## config.mk

```make
export PLATFORM = sky130hd
export DESIGN_NAME = key_onehot_debouncer
export DESIGN_NICKNAME = d
export VERILOG_FILES = /design/src/rtl/key_onehot_debouncer.sv
export SDC_FILE = /design/constraint.sdc
export NUM_CORES = 1
export LEC_CHECK = 0
export BUFFER_PORTS_ARGS = -buffer_cell sky130_fd_sc_hd__buf_4
export CAP_MARGIN = 10
export CORE_MARGIN = 3
export CORE_UTILIZATION = 51
export CTS_CLUSTER_SIZE = 40
export DETAILED_ROUTE_END_ITERATION = 10
export PLACE_DENSITY_LB_ADDON = 0.05
export SYNTH_ARGS = -nofsm -noshare
export SYNTH_HDL_FRONTEND = slang
export SYNTH_SLANG_ARGS = --single-unit
```

## constraint.sdc

```tcl
create_clock -name clk -period 1.9 [get_ports clk]
set_input_delay 0.38 -clock clk [delete_from_list [all_inputs] [get_ports clk]]
set_output_delay 0.38 -clock clk [all_outputs]
set_load 0.01 [all_outputs]
```

## src/rtl/key_onehot_debouncer.sv

```systemverilog
// Key front end for the 8-to-3 encoder: synchronises raw key lines, picks the
// highest-priority key, debounces press and release, and holds a clean one-hot code.
module key_onehot_debouncer #(
  parameter int unsigned DEBOUNCE_CYCLES = 4
) (
  input  logic       clk,
  input  logic       rst,
  input  logic [7:0] keys_in,
  output logic [7:0] onehot_out,
  output logic       key_valid,
  output logic       key_held,
  output logic [7:0] press_count
);

  localparam int unsigned KW = 8;
  localparam int unsigned CW = 8;

  typedef enum logic [1:0] {
    IDLE     = 2'd0,
    DEBOUNCE = 2'd1,
    HELD     = 2'd2,
    RELEASE  = 2'd3
  } state_t;

  state_t        state, state_nxt;
  logic [KW-1:0] sync1, keys_s;
  logic [KW-1:0] pri;
  logic [KW-1:0] cand, cand_nxt;
  logic [CW-1:0] cnt, cnt_nxt;
  logic [KW-1:0] onehot_nxt;
  logic          valid_nxt;
  logic          held_nxt;
  logic [CW-1:0] count_nxt;

  // Highest set bit wins; later iterations overwrite lower bits.
  always_comb begin
    pri = '0;
    for (int unsigned i = 0; i < KW; i++) begin
      if (keys_s[i]) pri = KW'(1) << i;
    end
  end

  always_ff @(posedge clk) begin
    if (rst) begin
      sync1       <= '0;
      keys_s      <= '0;
      state       <= IDLE;
      cand        <= '0;
      cnt         <= '0;
      onehot_out  <= '0;
      key_valid   <= 1'b0;
      key_held    <= 1'b0;
      press_count <= '0;
    end else begin
      sync1       <= keys_in;
      keys_s      <= sync1;
      state       <= state_nxt;
      cand        <= cand_nxt;
      cnt         <= cnt_nxt;
      onehot_out  <= onehot_nxt;
      key_valid   <= valid_nxt;
      key_held    <= held_nxt;
      press_count <= count_nxt;
    end
  end

  // cnt counts samples already seen, so the Nth matching sample is when cnt == N-1.
  always_comb begin
    state_nxt  = state;
    cand_nxt   = cand;
    cnt_nxt    = cnt;
    onehot_nxt = onehot_out;
    valid_nxt  = 1'b0;
    held_nxt   = key_held;
    count_nxt  = press_count;
    case (state)
      IDLE: begin
        if (pri != '0) begin
          cand_nxt = pri;
          if (DEBOUNCE_CYCLES == 1) begin
            onehot_nxt = pri;
            valid_nxt  = 1'b1;
            held_nxt   = 1'b1;
            count_nxt  = press_count + CW'(1);
            state_nxt  = HELD;
          end else begin
            cnt_nxt   = CW'(1);
            state_nxt = DEBOUNCE;
          end
        end
      end
      DEBOUNCE: begin
        if (pri == cand) begin
          if (cnt == CW'(DEBOUNCE_CYCLES - 1)) begin
            onehot_nxt = cand;
            valid_nxt  = 1'b1;
            held_nxt   = 1'b1;
            count_nxt  = press_count + CW'(1);
            state_nxt  = HELD;
          end else begin
            cnt_nxt = cnt + CW'(1);
          end
        end else begin
          state_nxt = IDLE;
        end
      end
      HELD: begin
        if (keys_s == '0) begin
          if (DEBOUNCE_CYCLES == 1) begin
            onehot_nxt = '0;
            held_nxt   = 1'b0;
            state_nxt  = IDLE;
          end else begin
            cnt_nxt   = CW'(1);
            state_nxt = RELEASE;
          end
        end
      end
      RELEASE: begin
        if (keys_s == '0) begin
          if (cnt == CW'(DEBOUNCE_CYCLES - 1)) begin
            onehot_nxt = '0;
            held_nxt   = 1'b0;
            state_nxt  = IDLE;
          end else begin
            cnt_nxt = cnt + CW'(1);
          end
        end else begin
          state_nxt = HELD;
        end
      end
      default: state_nxt = IDLE;
    endcase
  end

endmodule

```

# == Yosys cells after proc, flatten, opt, wreduce, memory -nomap -nowiden ==
# Cells that the tools add are included.
# totals
register_bits,52
in_bits,10
output_inout_bits,18
elab_cells,68
# classes
addsub,2
n_eq_ne,13
muxes,32
n_bitwise,2
reduce_logical,10
# op_table
op,count
two-way mux 8 bit,16
case mux 8 bit (4 select lines),1
"adder 8 x 1 -> 8 bit, second input constant",2
case mux 8 bit (2 select lines),1
two-way mux 2 bit,6
"!= test 2 bit, second input constant",6
"== test 8 x 2 -> 1 bit, second input constant",1
== test 8 bit,1
logical NOT 8 bit,1
case mux 2 bit (4 select lines),1
AND reduction 4 bit,2
nonzero test 8 bit,1
two-way mux 1 bit,6
"!= test 3 bit, second input constant",2
AND reduction 5 bit,1
"== test 2 bit, second input constant",2
AND reduction 3 bit,1
OR reduction 3 bit,1
"== test 2 x 1 -> 1 bit, second input constant",1
logical NOT 2 bit,1
NOT 1 bit,2
case mux 1 bit (2 select lines),1
AND reduction 2 bit,1
nonzero test 2 bit,1

# == Longest topological paths before layout ==
# logic_depth
word_depth,11
mapped_depth,9
depth_no_buf,6

# == Worst setup path before layout ==
# OpenSTA, ideal clock, no wires.
# synth_path
path_type,flip-flop to flip-flop
start,reg keys_s[7]
end,reg press_count[4]
setup_time_ps,70
arrival_ps,1849
required_time_ps,1830
slack_ps,-20
stages_incl_launch_ff,9
path_buffers,2
period_less_slack_ps,1920
path_cell_list,dfxtp_1 -> nor3_2 -> buf_4 -> nand4_1 -> a22oi_2 -> nand4_2 -> buf_2 -> or3_1 -> a21oi_1
# synth_between
elab_chain_len,3
# synth_rtl
item,line,source
"start, declared",26,"logic [KW-1:0] sync1, keys_s;"
"start signal, assigned",56,keys_s <= sync1;
two-way mux 8 bit,39,if (keys_s[i]) pri = KW'(1) << i;
== test 8 bit,93,if (pri == cand) begin
AND reduction 3 bit (no source line),--,
"end signal, assigned",63,press_count <= count_nxt;
"end, declared",12,output logic [7:0] press_count
# No other way between the ends.
# A chain may end at the register's enable or synchronous reset.

# == Final worst setup path ==
# layout_path
start,reg keys_s[5]
end,reg cnt[4]
# layout_between
elab_chain_len,6
elab_cells_between_ends,11
cone_classes,5 x eq/ne; 3 x mux; 3 x reduce/logical
# layout_rtl
item,line,source
two-way mux 8 bit (3 in series),39,
== test 8 bit or nonzero test 8 bit (tied branches),"93, 78",
!= test 2 bit (no source line),--,
AND reduction 4 bit (no source line) *,--,
"end signal, assigned",59,cnt <= cnt_nxt;
"end, declared",29,"logic [CW-1:0] cnt, cnt_nxt;"
# Mark *: on every way between the ends. The rest lies on a longest branch, timed or not.

==> metrics.md <==
| Metric | Value |
|---|---|
| Drt pass-1 iters | 5 |
| Worst Path Arrival | 2.50 ns |
| Switching power | 0.5837 mW |
| Number of antenna violations at the first check in global routing | 0 |
| Number of port buffers | 27 |
| Post-synthesis mux area share | 0.02670 |
| Post-Route WL | 6211 µm |
| Max-slew violations | 0 |
| WP data required | 2.12 ns |
| Vias in the first global route | 2031 |
| Ant diodes | 0 |
| Nets | 353 |
| Hold Slack | 0.2819 ns |
| Final HPWL DP | 3342 µm |
| Violated checks | setup timing |
| Critical path class | reg2reg |
| Min Clock Period, post-route | 2.282 ns |
| Drt drc | 0 |
| Num CTS Buffers | 5 |
| Fin. Hold Viols | 0 |
| Most used flip-flop cell after synthesis | dfxtp_1 |
| Syn nets | 272 |
| Fin crit share | 1.201 |
| Cells after synthesis | 260 |
| Simple-gate portion of the synthesized area | 0.3031 |
| Fin area | 3281 µm² |
| Int Pwr | 1.624 mW |
| Via density | 5.829 |
| Skew final | 0.008166 ns |
| Max incr delay on CP | 0.41 ns |
| CP max FO | 4 |
| Critical Path Source Type | register |
| Setup WS post-layout | -0.3818 ns |
| Clk pwr share | 0.295 |
| Max-Cap Viols | 0 |
| Status | finished with violations |
| Crit. End Element | register |
| Die X | 72.42 µm |
| Ys Warns | 0 |
| Slew Limit Headroom | 0.7284 |
| Sequential-to-total area share from yosys stat | 0.4627 |
| Post-synth EDFFs | 0 |
| Synth unique cells | 43 |
| Setup_tns | -6.880 ns |
| CTS H-tree lvls | 2 |
| Total gr overflow | 0 |
| FP Rows | 23 |
| Share of cells above drive strength 1 | 0.4269 |
| Hold buffers post-CTS | 0 |
| Flop pwr share | 0.518 |
| Initial DRC count | 159 |
| Clk_lat worst skew | 0.31 ns |
| Peak supply drop | 0.5559 mV |
| Clk sink count | 52 |
| Async S/R FF share, synth | 0 |
| TritonCTS clock tree | done |
| I/O pin total | 28 |
| Gpl congestion | 0.8574 |
| PwrDens | 672.9 nW/µm² |
| Vias | 2285 |
| RSZ-0062 raised after global routing | yes |
| Core ar. | 4115 µm² |
| Final setup vio count | 27 |
| Tightest Pin Transition | 0.4060 ns |
| Die area | 5244 µm² |
| Worst slack at placement | -0.2282 ns |
| CTS clk-pin slew, worst paths | 0.09 ns |
| Main combinational cell family by area after synthesis | simple AND/OR/NAND/NOR gates |
| Maximum number of pins on one net before global-route repair | 26 |
| Gr usage total | 0.2129 |
| HP Class | in2reg |
| Compound-Gate Fraction of Synth Area | 0.1557 |
| Fmax | 438.2 MHz |
| Initial Utilization | 0.5467 |
| Synthesis-to-layout area growth | 45.83% |
| XOR/XNOR Fraction of Synth Area | 0.003893 |
| Switch share | 0.2644 |
| First-pass GRT wire length | 8949 µm |
| Clock buffer depth | 2 |
| WL/cell | 15.84 µm |
| Mean post-synth cell area | 8.653 µm² |
| Root Buffer | clkbuf_8 |
| Slowest stage cell, crit path | o311ai_4 |
| Post-Syn Area | 2250 µm² |
| CP Cell Sequence | nor3_4 -> nand3b_1 -> o311ai_4 -> buf_6 -> buf_6 -> nand4_1 -> a21oi_2 -> mux2i_1 |
| Yosys reg bits | 52 |
| Logic pwr share | 0.188 |
| Pleak | 1.257 nW |
| Antenna-violating nets left | 0 |
| Post-DP Area | 2795 µm² |
| Adder-cell area share of the yosys netlist | 0.01112 |
| Chip height | 72.42 µm |
| Cell mode on critical path | buf_6 |
-- sequential cells by signal, summed over array words and instances, names as in the netlist --
| name | flops |
|---|---|
| cand | 8 |
| keys_s | 8 |
| onehot_out | 8 |
| press_count | 8 |
| sync1 | 8 |
| cnt | 8 |
| key_valid | 1 |
| state | 2 |
| key_held | 1 |
-- worst max-delay path, delay by kind of cell (launching register included) --
kind                   cells  cell delay (ns)
and+or+nand+nor            3             0.66
AOI/OAI and AO/OA          2             0.63
DFF                        1             0.37
muxes                      1             0.28
buffers and inverters      2             0.26
-- per-stage QoR --
step           instances  total power [mW]    util
3_5_place_dp         368             1.457  0.6792
2_1_floorplan        260             1.326       -
3_3_place_gp         368             1.453  0.6792
4_1_cts              387             2.148  0.7559
5_1_grt              392             2.291  0.7972
6_report             392             2.208  0.7972
-- cells in the mapped netlist, drive strengths merged, types with 2 or more instances --
library cell,n,area share
nor4bb,2,0.0089
nand4,16,0.047
nor2,14,0.023
a31oi,2,0.0083
a21o,2,0.0067
nand2,31,0.052
clkbuf,7,0.012
inv,5,0.0083
or4,2,0.0067
and2,2,0.0056
ha,2,0.011
dfxtp,52,0.46
mux2i,6,0.027
nand3,15,0.033
o31ai,2,0.0067
nand2b,8,0.022
or3,5,0.014
nor3,5,0.013
nor2b,18,0.050
buf,7,0.017
nor4,2,0.0056
a21oi,32,0.071
o21ai,5,0.011
a311oi,2,0.0078
nand3b,2,0.0067
-- logic make-up after synthesis --
kind of cell / after synthesis
muxes: 6
adders and majority gates: 2
xor gates and xnor gates: 1
buffers and inverters: 19
and+or+nand+nor: 126
AOI/OAI and AO/OA: 54
DFF: 52
-- routing by layer --
metal,global-route usage,part of all wire
met1,0.2631,0.41
met2,0.3589,0.49
met3,0.04709,0.070
met4,0.08607,0.033
met5,0,0
-- power by group through the flow --
stage	Clock [mW]	Sequential [mW]	Combinational [mW]
4_1_cts	0.651	1.14	0.359
5_1_grt	0.700	1.15	0.445
3_5_place_dp	0	1.16	0.296
2_1_floorplan	0	1.16	0.164
6_report	0.650	1.14	0.415
3_3_place_gp	0	1.16	0.291
-- cell usage in the layout, fill, tap and decap left out, drive strengths merged --
cell       n
a211oi     1
a21boi     1
a21o       2
a21oi     32
a221oi     1
a22oi      1
a311o      1
a311oi     2
a31o       1
a31oi      2
a41oi      1
and2       2
and3b      1
and4       1
buf       88
clkbuf     7
clkinvlp   1
dfxtp     52
ha         2
inv        5
mux2i      6
nand2     31
nand2b     8
nand3     15
nand3b     2
nand4     16
nand4b     1
nor2      14
nor2b     18
nor3       5
nor4       2
nor4bb     2
o21ai      5
o311ai     1
o31ai      2
o41ai      1
or2        1
or3        5
or4        2
xnor2      1
-- final cells by class --
cell class	instances	area [µm²]
Clock buffer	7	86.33
Clock inverter	1	7.507
Fill cell	276	834.6
Inverter	5	18.77
Multi-Input combinational cell	189	1339
Sequential cell	52	1061
Tap cell	50	62.56
Timing Repair Buffer	88	705.7
-- final timing paths --
kind,startpoint,endpoint,slack [ns],cells past startpoint
setup / recovery,keys_s[5],cnt[4],-0.38,8
hold / removal,keys_in[6],sync1[6],0.28,2
setup reg to reg,keys_s[5],cnt[4],-0.38,8
hold reg to reg,sync1[5],keys_s[5],0.44,1
-- what timing repair did --
action	in CTS	in global routing
setup endpoints to repair	28	35
gates cloned	0	1
resized for setup	33	35
buffers inserted	11	5
pin swaps	13	22
Note: power is estimated with default switching activity, not from simulation.
